## config.mk

```make
export PLATFORM = sky130hd
export DESIGN_NAME = unidade_controle
export DESIGN_NICKNAME = d
export VERILOG_FILES = /design/src/rtl/unidade_controle_pkg.sv /design/src/rtl/unidade_controle.sv
export SDC_FILE = /design/constraint.sdc
export NUM_CORES = 1
export LEC_CHECK = 0
export ABC_AREA = 1
export CAP_MARGIN = 20
export CORE_AREA = 2 2 45 47
export DETAILED_ROUTE_END_ITERATION = 8
export DIE_AREA = 0 0 47 49
export PLACE_DENSITY = 0.82
export SLEW_MARGIN = 25
export SYNTH_ARGS = -nofsm -noshare
export SYNTH_HDL_FRONTEND = slang
export SYNTH_SLANG_ARGS = --single-unit
```

## constraint.sdc

```tcl
create_clock -name CLK -period 3.7 [get_ports CLK]
set_clock_uncertainty 0.05 [all_clocks]
set_input_delay 0.555 -clock CLK [delete_from_list [all_inputs] [get_ports CLK]]
set_output_delay 0.555 -clock CLK [all_outputs]
set_load 0.05 [all_outputs]
```

## src/rtl/unidade_controle_pkg.sv

```systemverilog
// unidade_controle_pkg: state, ALU op, opcode and mux-select encodings plus instruction decode helpers
package unidade_controle_pkg;
  typedef enum logic [3:0] {
    ST_RESET, ST_FETCH_WAIT, ST_FETCH, ST_DECODE, ST_EXEC_R, ST_EXEC_I, ST_ADDR, ST_MEM_RD,
    ST_MEM_RD_WAIT, ST_WB_LOAD, ST_MEM_WR, ST_WB_ALU, ST_BRANCH, ST_JAL, ST_LUI, ST_ILLEGAL
  } state_t;
  localparam logic [2:0] OP_PASS = 3'b000;
  localparam logic [2:0] OP_ADD  = 3'b001;
  localparam logic [2:0] OP_SUB  = 3'b010;
  localparam logic [2:0] OP_AND  = 3'b011;
  localparam logic [2:0] OP_XOR  = 3'b110;
  localparam logic [6:0] OPC_R      = 7'b0110011;
  localparam logic [6:0] OPC_I      = 7'b0010011;
  localparam logic [6:0] OPC_LOAD   = 7'b0000011;
  localparam logic [6:0] OPC_STORE  = 7'b0100011;
  localparam logic [6:0] OPC_BRANCH = 7'b1100011;
  localparam logic [6:0] OPC_JAL    = 7'b1101111;
  localparam logic [6:0] OPC_LUI    = 7'b0110111;
  localparam logic [1:0] SRCA_PC    = 2'b00;
  localparam logic [1:0] SRCA_A     = 2'b01;
  localparam logic [1:0] SRCA_OLDPC = 2'b10;
  localparam logic [1:0] SRCA_ZERO  = 2'b11;
  localparam logic [1:0] SRCB_B     = 2'b00;
  localparam logic [1:0] SRCB_4     = 2'b01;
  localparam logic [1:0] SRCB_IMM   = 2'b10;
  localparam logic [1:0] M2R_ALUOUT = 2'b00;
  localparam logic [1:0] M2R_MDR    = 2'b01;
  localparam logic [1:0] M2R_PC     = 2'b10;
  localparam logic [2:0] F3_ADD   = 3'b000;
  localparam logic [2:0] F3_AND   = 3'b111;
  localparam logic [2:0] F3_XOR   = 3'b100;
  localparam logic [2:0] F3_LD_ST = 3'b011;
  localparam logic [2:0] F3_BEQ   = 3'b000;
  localparam logic [2:0] F3_BNE   = 3'b001;
  typedef struct packed {
    logic       legal;
    logic [2:0] op;
  } alu_dec_t;
  function automatic state_t dispatch(input logic [6:0] opc);
    case (opc)
      OPC_R:               return ST_EXEC_R;
      OPC_I:               return ST_EXEC_I;
      OPC_LOAD, OPC_STORE: return ST_ADDR;
      OPC_BRANCH:          return ST_BRANCH;
      OPC_JAL:             return ST_JAL;
      OPC_LUI:             return ST_LUI;
      default:             return ST_ILLEGAL;
    endcase
  endfunction
  function automatic alu_dec_t r_decode(input logic [2:0] f3, input logic f7);
    alu_dec_t d;
    d.legal = (f3 == F3_ADD) || (f3 == F3_AND) || (f3 == F3_XOR);
    d.op = (f3 == F3_ADD) ? (f7 ? OP_SUB : OP_ADD) :
           (f3 == F3_AND) ? OP_AND :
           (f3 == F3_XOR) ? OP_XOR : OP_PASS;
    return d;
  endfunction
endpackage

```

## src/rtl/unidade_controle.sv

```systemverilog
// unidade_controle: multicycle RISC-V subset control FSM driving datapath strobes and mux selects
module unidade_controle
  import unidade_controle_pkg::*;
(
  input  logic       CLK,
  input  logic       RST,
  input  logic [6:0] opcode,
  input  logic [2:0] funct3,
  input  logic       funct7_5,
  input  logic       zero,
  output logic       reset_wire,
  output logic [2:0] operacao,
  output logic       WRITE_PC,
  output logic       PC_SRC,
  output logic       WRITE_INSTRUCTION,
  output logic       LOAD_OLDPC,
  output logic       LOAD_A,
  output logic       LOAD_B,
  output logic       LOAD_ALUOUT,
  output logic       LOAD_MDR,
  output logic [1:0] ALU_SRC_A,
  output logic [1:0] ALU_SRC_B,
  output logic       DMEM_RD,
  output logic       DMEM_WR,
  output logic       WRITE_REG,
  output logic [1:0] MEM_TO_REG,
  output logic       ILLEGAL,
  output logic [3:0] estado_out
);
  state_t state_q, state_d;
  alu_dec_t r_dec;
  assign r_dec = r_decode(funct3, funct7_5);
  assign estado_out = state_q;
  always_ff @(posedge CLK) state_q <= RST ? ST_RESET : state_d;
  always_comb begin
    state_d = state_q;
    reset_wire = 1'b0;
    operacao = OP_PASS;
    WRITE_PC = 1'b0;
    PC_SRC = 1'b0;
    WRITE_INSTRUCTION = 1'b0;
    LOAD_OLDPC = 1'b0;
    LOAD_A = 1'b0;
    LOAD_B = 1'b0;
    LOAD_ALUOUT = 1'b0;
    LOAD_MDR = 1'b0;
    ALU_SRC_A = SRCA_PC;
    ALU_SRC_B = SRCB_B;
    DMEM_RD = 1'b0;
    DMEM_WR = 1'b0;
    WRITE_REG = 1'b0;
    MEM_TO_REG = M2R_ALUOUT;
    ILLEGAL = 1'b0;
    case (state_q)
      ST_RESET: begin
        reset_wire = 1'b1;
        state_d = ST_FETCH_WAIT;
      end
      ST_FETCH_WAIT: state_d = ST_FETCH;
      ST_FETCH: begin
        ALU_SRC_B = SRCB_4;
        operacao = OP_ADD;
        WRITE_PC = 1'b1;
        WRITE_INSTRUCTION = 1'b1;
        LOAD_OLDPC = 1'b1;
        state_d = ST_DECODE;
      end
      ST_DECODE: begin
        LOAD_A = 1'b1;
        LOAD_B = 1'b1;
        ALU_SRC_A = SRCA_OLDPC;
        ALU_SRC_B = SRCB_IMM;
        operacao = OP_ADD;
        LOAD_ALUOUT = 1'b1;
        state_d = dispatch(opcode);
      end
      ST_EXEC_R: begin
        ALU_SRC_A = SRCA_A;
        operacao = r_dec.op;
        LOAD_ALUOUT = 1'b1;
        state_d = r_dec.legal ? ST_WB_ALU : ST_ILLEGAL;
      end
      ST_EXEC_I: begin
        ALU_SRC_A = SRCA_A;
        ALU_SRC_B = SRCB_IMM;
        operacao = OP_ADD;
        LOAD_ALUOUT = 1'b1;
        state_d = (funct3 == F3_ADD) ? ST_WB_ALU : ST_ILLEGAL;
      end
      ST_ADDR: begin
        ALU_SRC_A = SRCA_A;
        ALU_SRC_B = SRCB_IMM;
        operacao = OP_ADD;
        LOAD_ALUOUT = 1'b1;
        state_d = (funct3 != F3_LD_ST) ? ST_ILLEGAL :
                  (opcode == OPC_LOAD) ? ST_MEM_RD :
                  (opcode == OPC_STORE) ? ST_MEM_WR : ST_ILLEGAL;
      end
      ST_MEM_RD: begin
        DMEM_RD = 1'b1;
        state_d = ST_MEM_RD_WAIT;
      end
      ST_MEM_RD_WAIT: begin
        DMEM_RD = 1'b1;
        LOAD_MDR = 1'b1;
        state_d = ST_WB_LOAD;
      end
      ST_WB_LOAD: begin
        WRITE_REG = 1'b1;
        MEM_TO_REG = M2R_MDR;
        state_d = ST_FETCH_WAIT;
      end
      ST_MEM_WR: begin
        DMEM_WR = 1'b1;
        state_d = ST_FETCH_WAIT;
      end
      ST_WB_ALU: begin
        WRITE_REG = 1'b1;
        state_d = ST_FETCH_WAIT;
      end
      ST_BRANCH: begin
        ALU_SRC_A = SRCA_A;
        operacao = OP_SUB;
        PC_SRC = 1'b1;
        WRITE_PC = (funct3 == F3_BEQ) ? zero : (funct3 == F3_BNE) ? ~zero : 1'b0;
        state_d = (funct3 == F3_BEQ || funct3 == F3_BNE) ? ST_FETCH_WAIT : ST_ILLEGAL;
      end
      ST_JAL: begin
        WRITE_REG = 1'b1;
        MEM_TO_REG = M2R_PC;
        WRITE_PC = 1'b1;
        PC_SRC = 1'b1;
        state_d = ST_FETCH_WAIT;
      end
      ST_LUI: begin
        ALU_SRC_A = SRCA_ZERO;
        ALU_SRC_B = SRCB_IMM;
        operacao = OP_ADD;
        LOAD_ALUOUT = 1'b1;
        state_d = ST_WB_ALU;
      end
      ST_ILLEGAL: ILLEGAL = 1'b1;
      default: state_d = ST_RESET;
    endcase
  end
endmodule

```

==> impl_metrics.py <==
metrics = {
    "critical_path": {
        "critical_path.slowest_cell": "sky130_fd_sc_hd__clkdlybuf4s50_1",
        "critPathMaxStageDelay_ps": 790,
        "cp_data_arrival_time_ps": 2550,
        "timing.critical_path.mode_cell": "sky130_fd_sc_hd__clkdlybuf4s50_1",
        "cp-start-kind": "input port",
        "timing.critical_path.max_delay_family": "buffers and inverters",
        "critPathCaptureType": "output pin",
        "sum_of_buffers_and_inverters_on_the_critical_path": 3,
        "crit_chain": "clkdlybuf4s50_1 > or2_1 > nor2_1 > inv_1 > o21ai_0 > a211o_1 > clkdlybuf4s50_1",
        "critical_path_required_ps": 3090,
        "category_of_the_critical_setup_timing_path": "input port to output pin",
        "critical_path_peak_fanout": 4,
    },
    "pwr": {
        "p_leak_nw": 0.499,
        "finalPower_w": 0.000935,
        "cellPowerDensity_nw_per_um2": 827,
        "vdd.ir_drop.worst_uv": 366,
    },
    "placed_design": {
        "port_buffers": 39,
        "place.detailed.hpwl_um": 1770,
        "gp_congestion": 0.850,
        "placedCellCount": 192,
    },
    "global_route": {
        "grt_pass1_vias": 850,
        "use_met1_pct": 20.4,
        "grt_overflow": 0,
        "grt_max_degree": 12,
        "wire_length_of_the_first_global_routing_pass_um": 3390,
        "use_met2_pct": 36.8,
        "initial_antenna_violation_count": 0,
        "globalRouteTotalUtil_pct": 19.8,
        "met3_usage_pct": 2.96,
        "top_usage_layer": "met2",
    },
    "sta": {
        "timing.final.crit_period_ps": 3160,
        "fmaxAchievable_mhz": 317,
        "finalHoldViolCount": 0,
        "timing.final.crit_share_pct": 85.4,
        "timing_max_transition_violations_final": 0,
        "setup_repair_after_global_routing_missed_its_margin": "no",
        "relative_max_transition_margin_pct": 66.2,
        "finalSetupTns_ps": 0,
        "worst-slew-pin-transition_ps": 506,
        "final-setup-viol-count": 0,
    },
    "detailed_routing": {
        "post_drt_wl_per_cell_um": 10.5,
        "drc": 0,
        "drt.antenna.violating_nets": 0,
        "detail_route.iter0.violations": 18,
        "num_vias": 965,
        "viasPerCell": 4.95,
        "drt-pass1-iter-count": 4,
        "drt_wl_total_um": 2050,
    },
    "flow_run": {
        "timing.max_cap.violations": 0,
    },
    "final_layout": {
        "drive_gt1_share_pct": 16.1,
        "finalNetCount": 184,
        "finish.cell_count_without_fillers": 195,
        "num_antenna_cells": 0,
        "largest_reg_flops": 4,
        "syn_to_layout_area_delta_pct": 57.5,
    },
    "logic_synthesis": {
        "yosysSeqAreaShare_pct": 11.1,
        "postSynthCellCount": 130,
        "synth.cells.most_frequent": "sky130_fd_sc_hd__nand2_1 (26), sky130_fd_sc_hd__nor2_1 (23), sky130_fd_sc_hd__inv_1 (17), sky130_fd_sc_hd__nand3_1 (10), sky130_fd_sc_hd__inv_2 (8)",
        "yosysWarnings": 0,
        "yosys_most_used_dff": "sky130_fd_sc_hd__dfxtp_1",
        "synth.lib_cells_used.distinct": 29,
        "postSynth.asyncResetShare_pct": 0,
        "synth.avg_cell_area_um2": 5.52,
        "postSynthRegisterBits": 4,
        "synth_edf_count": 0,
        "proportion_of_netlist_area_held_by_the_largest_area_contributor_pct": 13.6,
        "net_count_synth": 144,
        "synth_area_um2": 718,
        "top_cells_by_area_in_the_synthesized_netlist": "sky130_fd_sc_hd__nand2_1 (14%), sky130_fd_sc_hd__nor2_1 (12%), sky130_fd_sc_hd__dfxtp_1 (11%)",
        "yosys.cell_count.top_type": "sky130_fd_sc_hd__nand2_1",
        "synth_top_cell_by_area": "sky130_fd_sc_hd__nand2_1",
    },
    "floorplan": {
        "die_w_um": 47,
        "die-height_um": 49,
        "i_o_pin_count": 40,
        "coreArea_um2": 1840,
        "die_area_um2": 2300,
        "std_cell_rows": 16,
        "floorplan.initialDensity_pct": 39.0,
    },
    "cts": {
        "cts.path.max_buffers": 2,
        "cts.root.buffer_cell": "sky130_fd_sc_hd__clkbuf_4",
        "cts_tree": "yes",
        "cts-buffers-inserted": 3,
        "cts_sinks": 4,
        "cts_htree_levels": 1,
        "clkLatencyLatePin_ps": 240,
        "holdBufCountCts": 0,
        "postCtsResizedCells": 0,
        "clk_pin_slew_worst_paths_ps": 40,
        "cts_setup_buffers": 0,
    },
    "worst_hold_path": {
        "timing.hold.worst.class": "register to register",
    },
    "outcome": {
        "outcome": "finished, final reports clean",
    },
}
metal layers:
metal	wire, µm	part of all wire (%)	vias up
met5	0	0	-
met4	44	2.1	0
met3	98	4.8	15
met2	1120	55	48
met1	788	38	407
li1	-	-	495
worst register-to-register path: cells and delay by family, from the launching register on:
kind | cells | cell delay (ps)
flops | 1 | 580
compound gates | 1 | 220
simple gates | 4 | 460
buf+inv | 2 | 100
where the power goes:
part	internal (W)	switching [W]
Sequential	0.0000602	0.0000390
Combinational	0.000250	0.000530
Clock	0.0000364	0.0000203
Total	0.000346	0.000589
final cells by class:
cell class	count	area, µm²
Clock buffer	3	22.5
Fill cell	195	711
Inverter	25	93.8
Multi-Input combinational cell	97	510
Sequential cell	4	80.1
Tap cell	27	33.8
Timing Repair Buffer	39	390
final timing paths:
kind                      start       endpoint  slack [ps]  depth (start not counted)
setup reg to reg  estado_out[1]  estado_out[3]        2210                          7
hold / removal    estado_out[3]  estado_out[3]         700                          5
hold reg to reg   estado_out[3]  estado_out[3]         700                          5
setup / recovery      funct3[2]    operacao[0]         540                          7
cell families (layout without fill, tap and decap cells):
family	Yosys count	count (layout)	share of synthesized area, %
simple gates	76	76	49.8
buf+inv	29	67	17.8
compound gates	20	20	20.0
flops	4	4	11.2
xor+xnor	1	1	1.22
stage by stage:
step           setup WS [ps]  hold WS, ps  cell area, µm²  util (%)
6_report                 541          700            1130      61.4
5_1_grt                  387          758            1130      61.4
4_1_cts                  528          696            1130      61.4
3_5_place_dp             533          691            1110      60.2
3_3_place_gp             568          664            1110      60.2
2_1_floorplan            426          574             718         -
cells in the final DEF (no fill, tap or decap), drive strengths merged, types with 4 or more instances in the layout:
cell,n
nand2,30
dfxtp,4
a21oi,4
clkdlybuf4s50,39
inv,25
nor2,31
nand3,10
o21ai,4
No activity file was read; power rests on OpenSTA's default activity.
